### config.mk
export PLATFORM = sky130hd
export DESIGN_NAME = serial_sub_flat
export DESIGN_NICKNAME = d
export VERILOG_FILES = /design/src/rtl/serial_sub_if.sv /design/src/rtl/serial_sub.sv /design/src/flat_wrapper.sv
export SDC_FILE = /design/constraint.sdc
export NUM_CORES = 1
export LEC_CHECK = 0
export ABC_AREA = 0
export BUFFER_PORTS_ARGS = -buffer_cell sky130_fd_sc_hd__buf_2
export CAP_MARGIN = 15
export CORE_UTILIZATION = 57
export DETAILED_ROUTE_END_ITERATION = 6
export PLACE_DENSITY = 0.81
export SKIP_LAST_GASP = 1
export SLEW_MARGIN = 20
export SYNTH_ARGS = -nofsm -noshare
export SYNTH_HDL_FRONTEND = slang
export SYNTH_SLANG_ARGS = --single-unit
### constraint.sdc
create_clock -name clk -period 3.3 [get_ports clk]
set_clock_uncertainty 0.05 [all_clocks]
set_input_delay 0.66 -clock clk [delete_from_list [all_inputs] [get_ports clk]]
set_output_delay 0.66 -clock clk [all_outputs]
set_load 0.005 [all_outputs]
### src/rtl/serial_sub_if.sv
// serial_sub_if: operand/result valid-ready bundle for serial_sub (ovf only with SERIAL_SUB_OVF_EN)
interface serial_sub_if #(parameter int W = 8);
  logic         in_valid;
  logic         in_ready;
  logic [W-1:0] a;
  logic [W-1:0] b;
  logic         bin;
  logic         out_valid;
  logic         out_ready;
  logic [W-1:0] d;
  logic         bout;
`ifdef SERIAL_SUB_OVF_EN
  logic         ovf;
`endif
  modport master (
    output in_valid, a, b, bin, out_ready,
    input  in_ready, out_valid, d, bout
`ifdef SERIAL_SUB_OVF_EN
    , ovf
`endif
  );
  modport slave (
    input  in_valid, a, b, bin, out_ready,
    output in_ready, out_valid, d, bout
`ifdef SERIAL_SUB_OVF_EN
    , ovf
`endif
  );
endinterface

### src/rtl/serial_sub.sv
// serial_sub: bit-serial ripple-borrow subtractor d = a - b - bin; SERIAL_SUB_OVF_EN adds signed overflow flag
module serial_sub #(parameter int W = 8) (
  input logic        clk,
  input logic        rst,
  serial_sub_if.slave bus
);
  localparam int CW = $clog2(W + 1);
  typedef enum logic [1:0] {IDLE, BUSY, DONE} st_t;
  st_t          st, st_n;
  logic [W-1:0] as, bs, r;
  logic [CW-1:0] cnt;
  logic         br, last, ai, bi, di, brn;
`ifdef SERIAL_SUB_OVF_EN
  logic         am, bm, ovf_q;
`endif
  always_ff @(posedge clk) st <= rst ? IDLE : st_n;
  always_comb begin
    st_n = st == IDLE ? (bus.in_valid ? BUSY : IDLE) :
           st == BUSY ? (last ? DONE : BUSY) :
           st == DONE ? (bus.out_ready ? IDLE : DONE) : IDLE;
  end
  always_comb begin
    bus.in_ready  = st == IDLE;
    bus.out_valid = st == DONE;
  end
  assign last = cnt == CW'(W - 1);
  assign ai   = as[0];
  assign bi   = bs[0];
  assign di   = ai ^ bi ^ br;
  assign brn  = (~ai & bi) | (~(ai ^ bi) & br);
  // the result fills from the MSB end so it is aligned once W bits have shifted in
  always_ff @(posedge clk) begin
    if (rst) begin
      as  <= '0;
      bs  <= '0;
      r   <= '0;
      br  <= 1'b0;
      cnt <= '0;
`ifdef SERIAL_SUB_OVF_EN
      am    <= 1'b0;
      bm    <= 1'b0;
      ovf_q <= 1'b0;
`endif
    end else if (st == IDLE && bus.in_valid) begin
      as  <= bus.a;
      bs  <= bus.b;
      br  <= bus.bin;
      cnt <= '0;
`ifdef SERIAL_SUB_OVF_EN
      am <= bus.a[W-1];
      bm <= bus.b[W-1];
`endif
    end else if (st == BUSY) begin
      as  <= as >> 1;
      bs  <= bs >> 1;
      r   <= W'({di, r} >> 1);
      br  <= brn;
      cnt <= cnt + CW'(1);
`ifdef SERIAL_SUB_OVF_EN
      if (last) ovf_q <= (am ^ bm) & (di ^ am);
`endif
    end
  end
  assign bus.d    = r;
  assign bus.bout = br;
`ifdef SERIAL_SUB_OVF_EN
  assign bus.ovf  = ovf_q;
`endif
endmodule

### src/flat_wrapper.sv
// flat-port wrapper written by rule: the top's interface ports become plain ports
module serial_sub_flat 
#(parameter int W = 8)
  (clk, rst, bus_in_valid, bus_a, bus_b, bus_bin, bus_out_ready, bus_in_ready, bus_out_valid, bus_d, bus_bout);
  serial_sub_if #(.W(W)) bus_i ();
  input logic clk;
  input logic rst;
  input wire logic [$bits(bus_i.in_valid)-1:0] bus_in_valid;
  input wire logic [$bits(bus_i.a)-1:0] bus_a;
  input wire logic [$bits(bus_i.b)-1:0] bus_b;
  input wire logic [$bits(bus_i.bin)-1:0] bus_bin;
  input wire logic [$bits(bus_i.out_ready)-1:0] bus_out_ready;
  output wire logic [$bits(bus_i.in_ready)-1:0] bus_in_ready;
  output wire logic [$bits(bus_i.out_valid)-1:0] bus_out_valid;
  output wire logic [$bits(bus_i.d)-1:0] bus_d;
  output wire logic [$bits(bus_i.bout)-1:0] bus_bout;
  assign bus_i.in_valid = bus_in_valid;
  assign bus_i.a = bus_a;
  assign bus_i.b = bus_b;
  assign bus_i.bin = bus_bin;
  assign bus_i.out_ready = bus_out_ready;
  assign bus_in_ready = bus_i.in_ready;
  assign bus_out_valid = bus_i.out_valid;
  assign bus_d = bus_i.d;
  assign bus_bout = bus_i.bout;
  serial_sub #(.W(W)) u_core (.clk(clk), .rst(rst), .bus(bus_i));
endmodule
# Word level (Yosys, flattened, before mapping)

Index checks and enable logic that the tools add are counted.

Bits of input ports: 21
Register bits after elaboration: 31
Logic and storage cells: 35

Reduce and logical (&&, ||, !) cells: 5
Bitwise operators: 8
Add/subtract/negate cells: 1
Eq/ne operators: 3
Mux-type cells: 12

Operator list:

| operator              | count |
|---|---|
| $mux W8               | 4 |
| $mux W2               | 5 |
| $add A4 B1 Y4 const B | 1 |
| $eq A4 B3 Y1 const B  | 1 |
| $mux W1               | 3 |
| $not A1 Y1            | 3 |
| $and A1 B1 Y1         | 2 |
| $eq A2 B1 Y1 const B  | 1 |
| $eq A2 B2 Y1 const B  | 1 |
| $logic_not A2 Y1      | 1 |
| $reduce_and A2 Y1     | 1 |
| $reduce_bool A2 Y1    | 1 |
| $reduce_or A2 Y1      | 1 |
| $xor A1 B1 Y1         | 2 |
| $logic_and A1 B1 Y1   | 1 |
| $or A1 B1 Y1          | 1 |

# Depth between registers and ports, before layout

Gate-level depths: netlist (run 1).

Word-level depth: 6
Gate-level depth with buffers: 6
Mapped depth without buffers: 5

# Worst setup path after synthesis (run 1)

Ideal clock, no wire load.

Path type: input-to-reg
Start: input port bus_in_valid
End: register u_core.as[3]
Path buffers: 3
Stages: 6
Arrival time: 1.456 ns
Data required time: 3.118 ns
Library setup time: 0.132 ns
Setup slack: 1.662 ns
Path through: buf_4 buf_4 o21ba_2 buf_4 nor2_1 nor3_1

Word-level cells in the longest chain between the ends: 2
Elaborated cells on any way between the ends: 3
Those cells by class: mux: 1; reduce/logical: 2

RTL lines:

| what                                                 | line              | text |
|---|---|---|
| start, declared                                      | flat_wrapper.sv:8 | `input wire logic [$bits(bus_i.in_valid)-1:0] bus_in_valid;` |
| $logic_and A1 B1 Y1 *                                | serial_sub.sv:44  | `end else if (st == IDLE && bus.in_valid) begin` |
| $mux W8 / $reduce_bool A2 Y1 (equally long branches) | --                |  |
| end signal, assigned                                 | serial_sub.sv:45  | `as <= bus.a;` |
| end signal, assigned                                 | serial_sub.sv:54  | `as <= as >> 1;` |
| end, declared                                        | serial_sub.sv:10  | `logic [W-1:0] as, bs, r;` |

Mark *: on every way between the ends. The rest lies on a longest branch, timed or not.
A chain may end at the register's enable or synchronous reset.

# Worst setup path after layout (run 1)

Start: register u_core.st[1]
End: output port bus_in_ready

Word-level cells in the longest chain between the ends: 1

RTL lines:

| what                   | line               | text |
|---|---|---|
| start, declared        | serial_sub.sv:9    | `st_t st, st_n;` |
| start signal, assigned | serial_sub.sv:16   | `always_ff @(posedge clk) st <= rst ? IDLE : st_n;` |
| $logic_not A2 Y1       | serial_sub.sv:23   | `bus.in_ready = st == IDLE;` |
| end, declared          | flat_wrapper.sv:13 | `output wire logic [$bits(bus_i.in_ready)-1:0] bus_in_ready;` |

No other way between the ends.

==> run summary, run 1 <==
via/cell ratio: 5.537
Post-Route Utilization: 0.6989
post-placement cell count: 221
commonest non-fill, non-tap cells in the layout: buf_2, dfxtp_1, a21oi_1
Tmin final: 2.155 ns
Power Density: 443.4 mW/mm^2
fin. max-slew vios: 0
Switch Pwr: 0.1894 mW
Final nets: 223
Crit Path Class: reg2out
die height: 52.66 um
reg-to-reg endpoint: u_core.cnt[3]
Rows: 17
Initial Util: 0.6309
Logic pwr share: 0.149
# H-tree levels: 2
vias: 1,268
Fillers: 194
RSZ-0062 raised after global routing: false
GP Congestion: 0.7158
sequential power share: 0.568
Synth area leader: dfxtp_1
Reg2Reg Depth: 3
startpoint types: flop
Hold Path End: u_core.bus.d[0]
Post-Synth Simple-Gate Area: 0.3302
postcts setup bufs: 0
CTS root buf: clkbuf_4
top post-synthesis cells by area: dfxtp_1, a21oi_1, nand2b_1
Starting DRT DRC Count: 45
Seq/Total Area, Yosys: 0.4243
multiplexer share of the synthesized area: 0
total clock sinks: 31
antenna violations before repair: 0
largest net degree at the start of global routing: 40
worst path bufs/invs: 1
Post-Layout Cell Count: 229
TritonRoute pass-1 iters: 6
DPL Wire Length: 1963 um
Worst Setup Slack, final: 1.145 ns
period utilization: 0.6531
Synth Cell Area: 0.001463 mm^2
FMAX: 0.4640 GHz
CTS Buffer Depth: 2
number of port buffers: 31
Post-Route WL: 2891 um
# DRC: 0
TritonCTS clock tree: done
Post-Syn Nets: 198
dpl ws: 1.446 ns
global route total overflow: 0
Peak VDD IR: 0.0003177 V
Register-to-Register Setup Slack: 1.62 ns
Worst Path Arrival: 1.45 ns
Net Sw Frac: 0.2636
post-CTS sizing: 0
Max Cap Violations: 0
area fraction in compound gates after synthesis: 0.1540
crit path cell chain: nor2_1 -> buf_2
synthesized area per cell: 8.358 um^2
Rel. slew slack: 0.5394
# hold bufs at CTS: 0
status: complete, no violations
clock share of power: 0.283
synthesized flop and latch total: 31
leakage: 0.6798 nW
Antenna Violating Nets Remaining: 0
largest family of logic cells by synthesized area: simple AND/OR/NAND/NOR gates
min-delay worst type: reg2reg
Die ar.: 0.002773 mm^2
CTS Buf Count: 5
xor and xnor fraction of the mapped netlist area: 0
GRT Total Usage: 0.2391
design area: 0.001620 mm^2
worst r2r src: u_core.st[1]
Tot Pwr: 0.7185 mW
die width: 52.66 um
Worst-Skew Late Latency: 0.32 ns
vias in the first global route: 1,163
Crit. End Element: output port
Hold Path Depth: 2
clk slew on worst S/H paths: 0.09 ns
Syn-to-layout area delta: 10.78%
CP max-delay cell: dfxtp_1
share of cells above drive strength 1: 0.2289
final setup vio count: 0
diodes inserted: 0
P_int: 0.5291 mW
first-pass GRT wire length: 4809 um
Least-Margin Pin Slew: 0.6900 ns
Req. time, crit path: 2.59 ns
Hold WS: 0.4069 ns
dpl cell area: 0.001570 mm^2
io pins: 32
Synth Area in Adders: 0.02224
HP Start: u_core.bus.d[0]
Setup TNS: 0 ns
Final Hold Fails: 0
Core Area: 0.002318 mm^2
synth warn: 0
Netlist cell types: 28
CP max FO: 21
CP max stage delay: 0.77 ns
top cell type's share of synthesized area: 0.4243
Avg WL per Cell: 12.62 um
cell count after synthesis: 175
Top Family by Delay on Critical Path: flip-flops
==> tightest hold or removal path: stages, from the launching register on <==
cell     delay, ns
dfxtp_1       0.32
nand2_1       0.05
a21oi_1       0.05
==> synth_stat cells <==
| master | n |
|---|---|
| nand3_1 | 2 |
| nor2b_1 | 2 |
| and2b_1 | 1 |
| nand2b_1 | 16 |
| nor2_1 | 21 |
| buf_6 | 3 |
| a21oi_1 | 23 |
| ha_1 | 1 |
| buf_2 | 3 |
| nor3_1 | 13 |
| o21ba_2 | 1 |
| a211oi_1 | 4 |
| buf_4 | 3 |
| inv_1 | 3 |
| or3b_1 | 9 |
| fa_1 | 1 |
| a22oi_1 | 1 |
| dfxtp_1 | 31 |
| o32a_1 | 1 |
| or3_1 | 1 |
| a222oi_1 | 1 |
| a31oi_1 | 1 |
| nand2_1 | 19 |
| a32oi_1 | 2 |
| buf_1 | 1 |
| clkbuf_1 | 4 |
| o21bai_4 | 1 |
| or3b_2 | 6 |
==> cells by family (layout without fill, tap and decap cells) <==
family,after synthesis,in the layout
adders and majority gates,2,2
buffers and inverters,17,43
and+or+nand+nor,90,90
AOI/OAI and AO/OA,35,35
DFF,31,31
==> area by class of cell <==
| class | instances | area, um^2 | area share |
|---|---|---|---|
| Clock buffer | 7 | 45.04 | 0.02780 |
| Sequential cell | 31 | 620.6 | 0.3830 |
| Inverter | 3 | 11.26 | 0.006950 |
| Timing Repair Buffer | 32 | 162.7 | 0.1004 |
| Clock inverter | 1 | 5.005 | 0.003089 |
| Tap cell | 28 | 35.03 | 0.02162 |
| Multi-Input combinational cell | 127 | 740.7 | 0.4571 |
==> layer usage <==
metal	wire [um]	track usage	vias to the layer above
met1	1347	0.2755	582
met3	131	0.06667	7
met5	0	0	-
met4	40	0.1053	0
met2	1372	0.4072	32
li1	-	-	647
==> power by group through the flow <==
stage,sequential (mW),clock [mW],combinational [mW]
floorplan,0.415,0,0.0856
global placement,0.415,0,0.101
detailed placement,0.417,0,0.107
CTS,0.408,0.211,0.107
global route,0.411,0.225,0.122
finish,0.408,0.203,0.107
==> registers in the layout, summed over array words and instances (netlist names) <==
name             count
u_core.st            2
u_core.bus.bout      1
u_core.bs            8
u_core.cnt           4
u_core.as            8
u_core.bus.d         8
==> worst max path at each step <==
stage / start / to / slack (ns) / cells past startpoint
2_1_floorplan: bus_in_valid / u_core.as[3] / 1.66 / 6
3_3_place_gp: u_core.st[1] / bus_in_ready / 1.50 / 2
3_5_place_dp: bus_in_valid / u_core.bs[0] / 1.45 / 4
4_1_cts: u_core.st[1] / bus_out_valid / 1.14 / 3
5_1_grt: u_core.st[1] / bus_in_ready / 1.00 / 2
6_report: u_core.st[1] / bus_in_ready / 1.14 / 2
Note: power is estimated with default switching activity, not from simulation.
==> inputs of run 2 (changes only) <==
--- a/config.mk
+++ b/config.mk
@@ -5,12 +5,12 @@
 export SDC_FILE = /design/constraint.sdc
 export NUM_CORES = 1
 export LEC_CHECK = 0
-export ABC_AREA = 0
+export ABC_AREA = 1
 export BUFFER_PORTS_ARGS = -buffer_cell sky130_fd_sc_hd__buf_2
 export CAP_MARGIN = 15
-export CORE_UTILIZATION = 57
+export CORE_UTILIZATION = 52
 export DETAILED_ROUTE_END_ITERATION = 6
-export PLACE_DENSITY = 0.81
+export PLACE_DENSITY = 0.75
 export SKIP_LAST_GASP = 1
 export SLEW_MARGIN = 20
 export SYNTH_ARGS = -nofsm -noshare
==> constraint.sdc (replaced) <==
create_clock -name clk -period 2.1 [get_ports clk]
set_clock_uncertainty 0.05 [all_clocks]
set_input_delay 0.42 -clock clk [delete_from_list [all_inputs] [get_ports clk]]
set_output_delay 0.42 -clock clk [all_outputs]
set_load 0.005 [all_outputs]
==> run summary, run 2 <==
Crit. End Element: output port
Post-Syn Nets: 239
period utilization: 0.7909
antenna violations before repair: 0
# DRC: 0
Avg WL per Cell: 9.979 um
cell count after synthesis: 216
cell count along the critical path: 2
leakage: 0.9417 nW
# H-tree levels: 2
dpl ws: 0.6366 ns
# hold bufs at CTS: 0
min-delay worst type: in2reg
Core Area: 0.002545 mm^2
most numerous cell in the Yosys netlist: nand2_1
die width: 54.54 um
Switch Pwr: 0.3268 mW
fin. max-slew vios: 0
Power Density: 734.4 mW/mm^2
Crit Path Class: reg2out
reg-to-reg endpoint: u_core.bs[3]
CTS Buf Count: 5
worst r2r src: u_core.st[0]
Logic pwr share: 0.149
commonest non-fill, non-tap cells in the layout: nand2_1, nor2_1, buf_2, dfxtp_1, inv_1
synthesized flop and latch total: 31
synth warn: 0
Top Family by Delay on Critical Path: flip-flops
number of synthesized flops with an enable pin: 0
TritonCTS clock tree: done
GP Congestion: 0.7679
post-CTS sizing: 0
clk slew on worst S/H paths: 0.09 ns
global route total overflow: 0
FMAX: 0.6021 GHz
CP max FO: 8
Reg2Reg Depth: 7
Antenna Violating Nets Remaining: 0
synthesized area per cell: 6.644 um^2
DPL Wire Length: 1890 um
RSZ-0062 raised after global routing: false
Register-to-Register Setup Slack: 0.58 ns
Starting DRT DRC Count: 24
via/cell ratio: 4.696
vias in the first global route: 1,106
CP max-delay cell: dfxtp_1
crit path cell chain: nor2_2 -> buf_2
CTS root buf: clkbuf_4
worst path bufs/invs: 1
largest net degree at the start of global routing: 20
Rel. slew slack: 0.7031
final setup vio count: 0
Final nets: 272
CP max stage delay: 0.39 ns
top post-synthesis cells by area: dfxtp_1, nand2_1, nor2_1
HP Start: bus_a[7]
top cell type's share of synthesized area: 0.4324
clock share of power: 0.320
die height: 54.54 um
Final Hold Fails: 0
Worst Path Arrival: 1.19 ns
Initial Util: 0.5639
P_int: 0.8981 mW
share of cells above drive strength 1: 0.1920
first-pass GRT wire length: 4533 um
ys flop type: dfxtp_1
Least-Margin Pin Slew: 0.4437 ns
Die ar.: 0.002974 mm^2
Tmin final: 1.661 ns
status: complete, no violations
Hold Path Depth: 3
Post-Route WL: 2794 um
Seq/Total Area, Yosys: 0.4324
commonest cells in the synthesized netlist: nand2_1, nor2_1, dfxtp_1
postcts setup bufs: 0
TritonRoute pass-1 iters: 4
vias: 1,315
Tot Pwr: 1.225 mW
Synth async-reset ratio: 0
number of port buffers: 31
Worst-Skew Late Latency: 0.32 ns
most common cell after layout, fill and taps aside: nand2_1
Fillers: 244
Req. time, crit path: 1.63 ns
GRT Total Usage: 0.2195
total clock sinks: 31
Worst Setup Slack, final: 0.4391 ns
Synth area leader: dfxtp_1
startpoint types: flop
Setup TNS: 0 ns
Rows: 18
Max Cap Violations: 0
Peak VDD IR: 0.0006194 V
Net Sw Frac: 0.2668
Synth Cell Area: 0.001435 mm^2
Hold Path End: u_core.as[7]
io pins: 32
Netlist cell types: 19
diodes inserted: 0
Syn-to-layout area delta: 16.22%
CTS Buffer Depth: 2
sequential power share: 0.531
## run 2: worst reg2reg max path: stages, from the launching register on
cell and delay (ns):
dfxtp_1 0.48, inv_2 0.06, nor2_2 0.34, buf_4 0.27, nand2_1 0.08, nand2_1 0.08
nor2_1 0.05, nor2_1 0.07
## run 2: worst max path at each step
stage / startpoint / endpoint / slack [ns]
floorplan: bus_in_valid / u_core.as[6] / 0.85
global placement: u_core.st[0] / u_core.bs[3] / 0.65
detailed placement: u_core.st[0] / u_core.bs[3] / 0.64
CTS: u_core.st[0] / bus_in_ready / 0.43
global route: u_core.st[0] / bus_in_ready / 0.38
finish: u_core.st[0] / bus_in_ready / 0.44
## run 2: layer usage
layer / vias up / part of all wire / global-route usage
met3: 4 / 0.038 / 0.05833
li1: 717 / - / -
met4: 0 / 0.011 / 0.1154
met5: - / 0 / 0
met2: 26 / 0.43 / 0.3354
met1: 568 / 0.52 / 0.2806
## run 2: power groups by stage
| stage | logic, mW | registers, mW | clock network, mW |
|---|---|---|---|
| after floorplan | 0.127 | 0.661 | 0 |
| after global placement | 0.181 | 0.663 | 0 |
| after detailed placement | 0.182 | 0.663 | 0 |
| after CTS | 0.183 | 0.650 | 0.400 |
| after global routing | 0.210 | 0.655 | 0.422 |
| final | 0.182 | 0.650 | 0.392 |
## run 2: cell families (layout without fill, tap and decap cells)
| logic type | Yosys count | after routing | share of synthesized area |
|---|---|---|---|
| AND/OR/NAND/NOR | 132 | 132 | 0.3688 |
| AO/OA/AOI/OAI | 16 | 16 | 0.06365 |
| flip-flops | 31 | 31 | 0.4324 |
| XOR/XNOR | 1 | 1 | 0.006104 |
| adder cells (fa/ha/maj) | 2 | 2 | 0.02267 |
| buffers and inverters | 34 | 68 | 0.1064 |
## run 2: area by class of cell
type | instances | area (um^2) | area share
Sequential cell | 31 | 620.6 | 0.3721
Tap cell | 30 | 37.54 | 0.02251
Multi-Input combinational cell | 151 | 661.9 | 0.3968
Timing Repair Buffer | 35 | 185.2 | 0.1110
Inverter | 25 | 93.84 | 0.05626
Clock buffer | 8 | 68.82 | 0.04126
## run 2: through the flow
step             util  instances  hold slack, ns  area (um^2)
5_1_grt        0.6554        280          0.2946         1668
4_1_cts        0.6554        280          0.2709         1668
3_3_place_gp   0.6283        272          0.4042         1599
6_report       0.6554        280          0.2786         1668
3_5_place_dp   0.6283        272          0.4082         1599
2_1_floorplan       -        216          0.3937         1435
==> inputs of run 3 (changes only) <==
--- a/config.mk
+++ b/config.mk
@@ -5,12 +5,12 @@
 export SDC_FILE = /design/constraint.sdc
 export NUM_CORES = 1
 export LEC_CHECK = 0
-export ABC_AREA = 1
+export ABC_AREA = 0
 export BUFFER_PORTS_ARGS = -buffer_cell sky130_fd_sc_hd__buf_2
 export CAP_MARGIN = 15
-export CORE_UTILIZATION = 52
+export CORE_UTILIZATION = 53
 export DETAILED_ROUTE_END_ITERATION = 6
-export PLACE_DENSITY = 0.75
+export PLACE_DENSITY = 0.76
 export SKIP_LAST_GASP = 1
 export SLEW_MARGIN = 20
 export SYNTH_ARGS = -nofsm -noshare
==> constraint.sdc (replaced) <==
create_clock -name clk -period 1.7 [get_ports clk]
set_clock_uncertainty 0.05 [all_clocks]
set_input_delay 0.34 -clock clk [delete_from_list [all_inputs] [get_ports clk]]
set_output_delay 0.34 -clock clk [all_outputs]
set_load 0.005 [all_outputs]
==> run summary, run 3 (synthesis gave the netlist of run 1 again) <==
Fillers: 237
Hold Path Depth: 3
Crit. End Element: output port
CP max stage delay: 0.35 ns
HP Start: bus_a[7]
via/cell ratio: 5.478
Hold Path End: u_core.as[7]
reg-to-reg endpoint: u_core.bus.bout
Final Hold Fails: 0
GR Util met1: 0.2658
FMAX: 0.6204 GHz
GP Congestion: 0.7081
Register-to-Register Setup Slack: 0.28 ns
period utilization: 0.9481
Core Area: 0.002545 mm^2
antenna violations before repair: 0
first-pass GRT wire length: 4505 um
Worst Path Arrival: 1.22 ns
CP max FO: 14
crit path cell chain: buf_4 -> nor2_1 -> buf_2
vias in the first global route: 1,045
Post-Route WL: 2893 um
RSZ-0062 raised after global routing: false
# DRC: 0
CTS root buf: clkbuf_4
# H-tree levels: 2
die width: 54.54 um
Rel. slew slack: 0.6331
Starting DRT DRC Count: 37
most common cell after layout, fill and taps aside: buf_2
Die ar.: 0.002974 mm^2
die height: 54.54 um
CTS Buffer Depth: 2
Power Density: 834.6 mW/mm^2
Antenna Violating Nets Remaining: 0
min-delay worst type: in2reg
Setup TNS: 0 ns
CP max-delay cell: dfxtp_1
TritonRoute pass-1 iters: 4
leakage: 0.6919 nW
Rows: 18
largest net degree at the start of global routing: 32
startpoint types: flop
CTS Buf Count: 5
grt met3 use: 0.05833
vias: 1,271
Req. time, crit path: 1.31 ns
GRT Total Usage: 0.2167
TritonCTS clock tree: done
Least-Margin Pin Slew: 0.5503 ns
Crit Path Class: reg2out
share of cells above drive strength 1: 0.2426
worst r2r src: u_core.st[0]
Worst-Skew Late Latency: 0.31 ns
Tmin final: 1.612 ns
Max Cap Violations: 0
DPL Wire Length: 2005 um
gr busiest metal: met2
diodes inserted: 0
number of port buffers: 31
global route total overflow: 0
clk slew on worst S/H paths: 0.08 ns
Peak VDD IR: 0.0006422 V
Syn-to-layout area delta: 12.23%
Avg WL per Cell: 12.47 um
io pins: 32
GRT met2 Usage: 0.3618
Tot Pwr: 1.370 mW
Reg2Reg Depth: 4
commonest non-fill, non-tap cells in the layout: buf_2, dfxtp_1, a21oi_1
Final nets: 226
final setup vio count: 0
status: complete, no violations
fin. max-slew vios: 0
Initial Util: 0.5747
total clock sinks: 31
==> run 3: layer usage <==
layer | part of all wire | vias to the layer above
met4 | 0.0080 | 0
met5 | 0 | -
met1 | 0.48 | 582
met3 | 0.040 | 4
met2 | 0.47 | 32
li1 | - | 653
==> run 3: what timing repair did <==
item | in CTS | in global routing
hold buffers | 0 | 0
endpoints found under the setup margin | 0 | 1
setup buffers | 0 | 0
gates resized for setup | 0 | 2
==> run 3: critical path, delay by kind of cell, from the launching register on <==
family	cells	cell delay, ns
flip-flops	1	0.35
AND/OR/NAND/NOR	1	0.21
buffers and inverters	2	0.35
==> run 3: worst max path at each step <==
stage	to	startpoint	slack (ns)
after detailed placement	u_core.as[1]	bus_in_valid	0.19
after global placement	u_core.bus.bout	bus_in_valid	0.23
final	bus_in_ready	u_core.st[1]	0.09
after floorplan	u_core.as[3]	bus_in_valid	0.38
after CTS	bus_in_ready	u_core.st[0]	0.02
after global routing	bus_in_ready	u_core.st[1]	0.04
==> run 3: final cells by class <==
cell class	instances	area, um^2	share of cell area
inverter	3	11.26	0.006860
tap	30	37.54	0.02287
clock buffer	6	41.29	0.02515
timing repair buffer	35	188.9	0.1151
sequential	31	621.8	0.3788
multi-input combinational	127	740.7	0.4512
==> run 3: metrics by stage <==
stage          utilization  instance area, um^2  setup slack, ns  hold WS, ns  instances
3_5_place_dp        0.6268                 1595           0.1935       0.4036        226
4_1_cts             0.6431                 1637          0.01890       0.2363        232
2_1_floorplan            -                 1463           0.3823       0.3693        175
5_1_grt             0.6450                 1642          0.03731       0.2534        232
6_report            0.6450                 1642          0.08817       0.2477        232
3_3_place_gp        0.6268                 1595           0.2266       0.3901        226
==> run 3: power breakdown <==
group / internal [mW] / total, mW / switching, mW / leakage, nW
combinational: 0.0996 / 0.210 / 0.110 / 0.413
sequential: 0.770 / 0.796 / 0.0257 / 0.255
clock: 0.147 / 0.364 / 0.217 / 0.0242
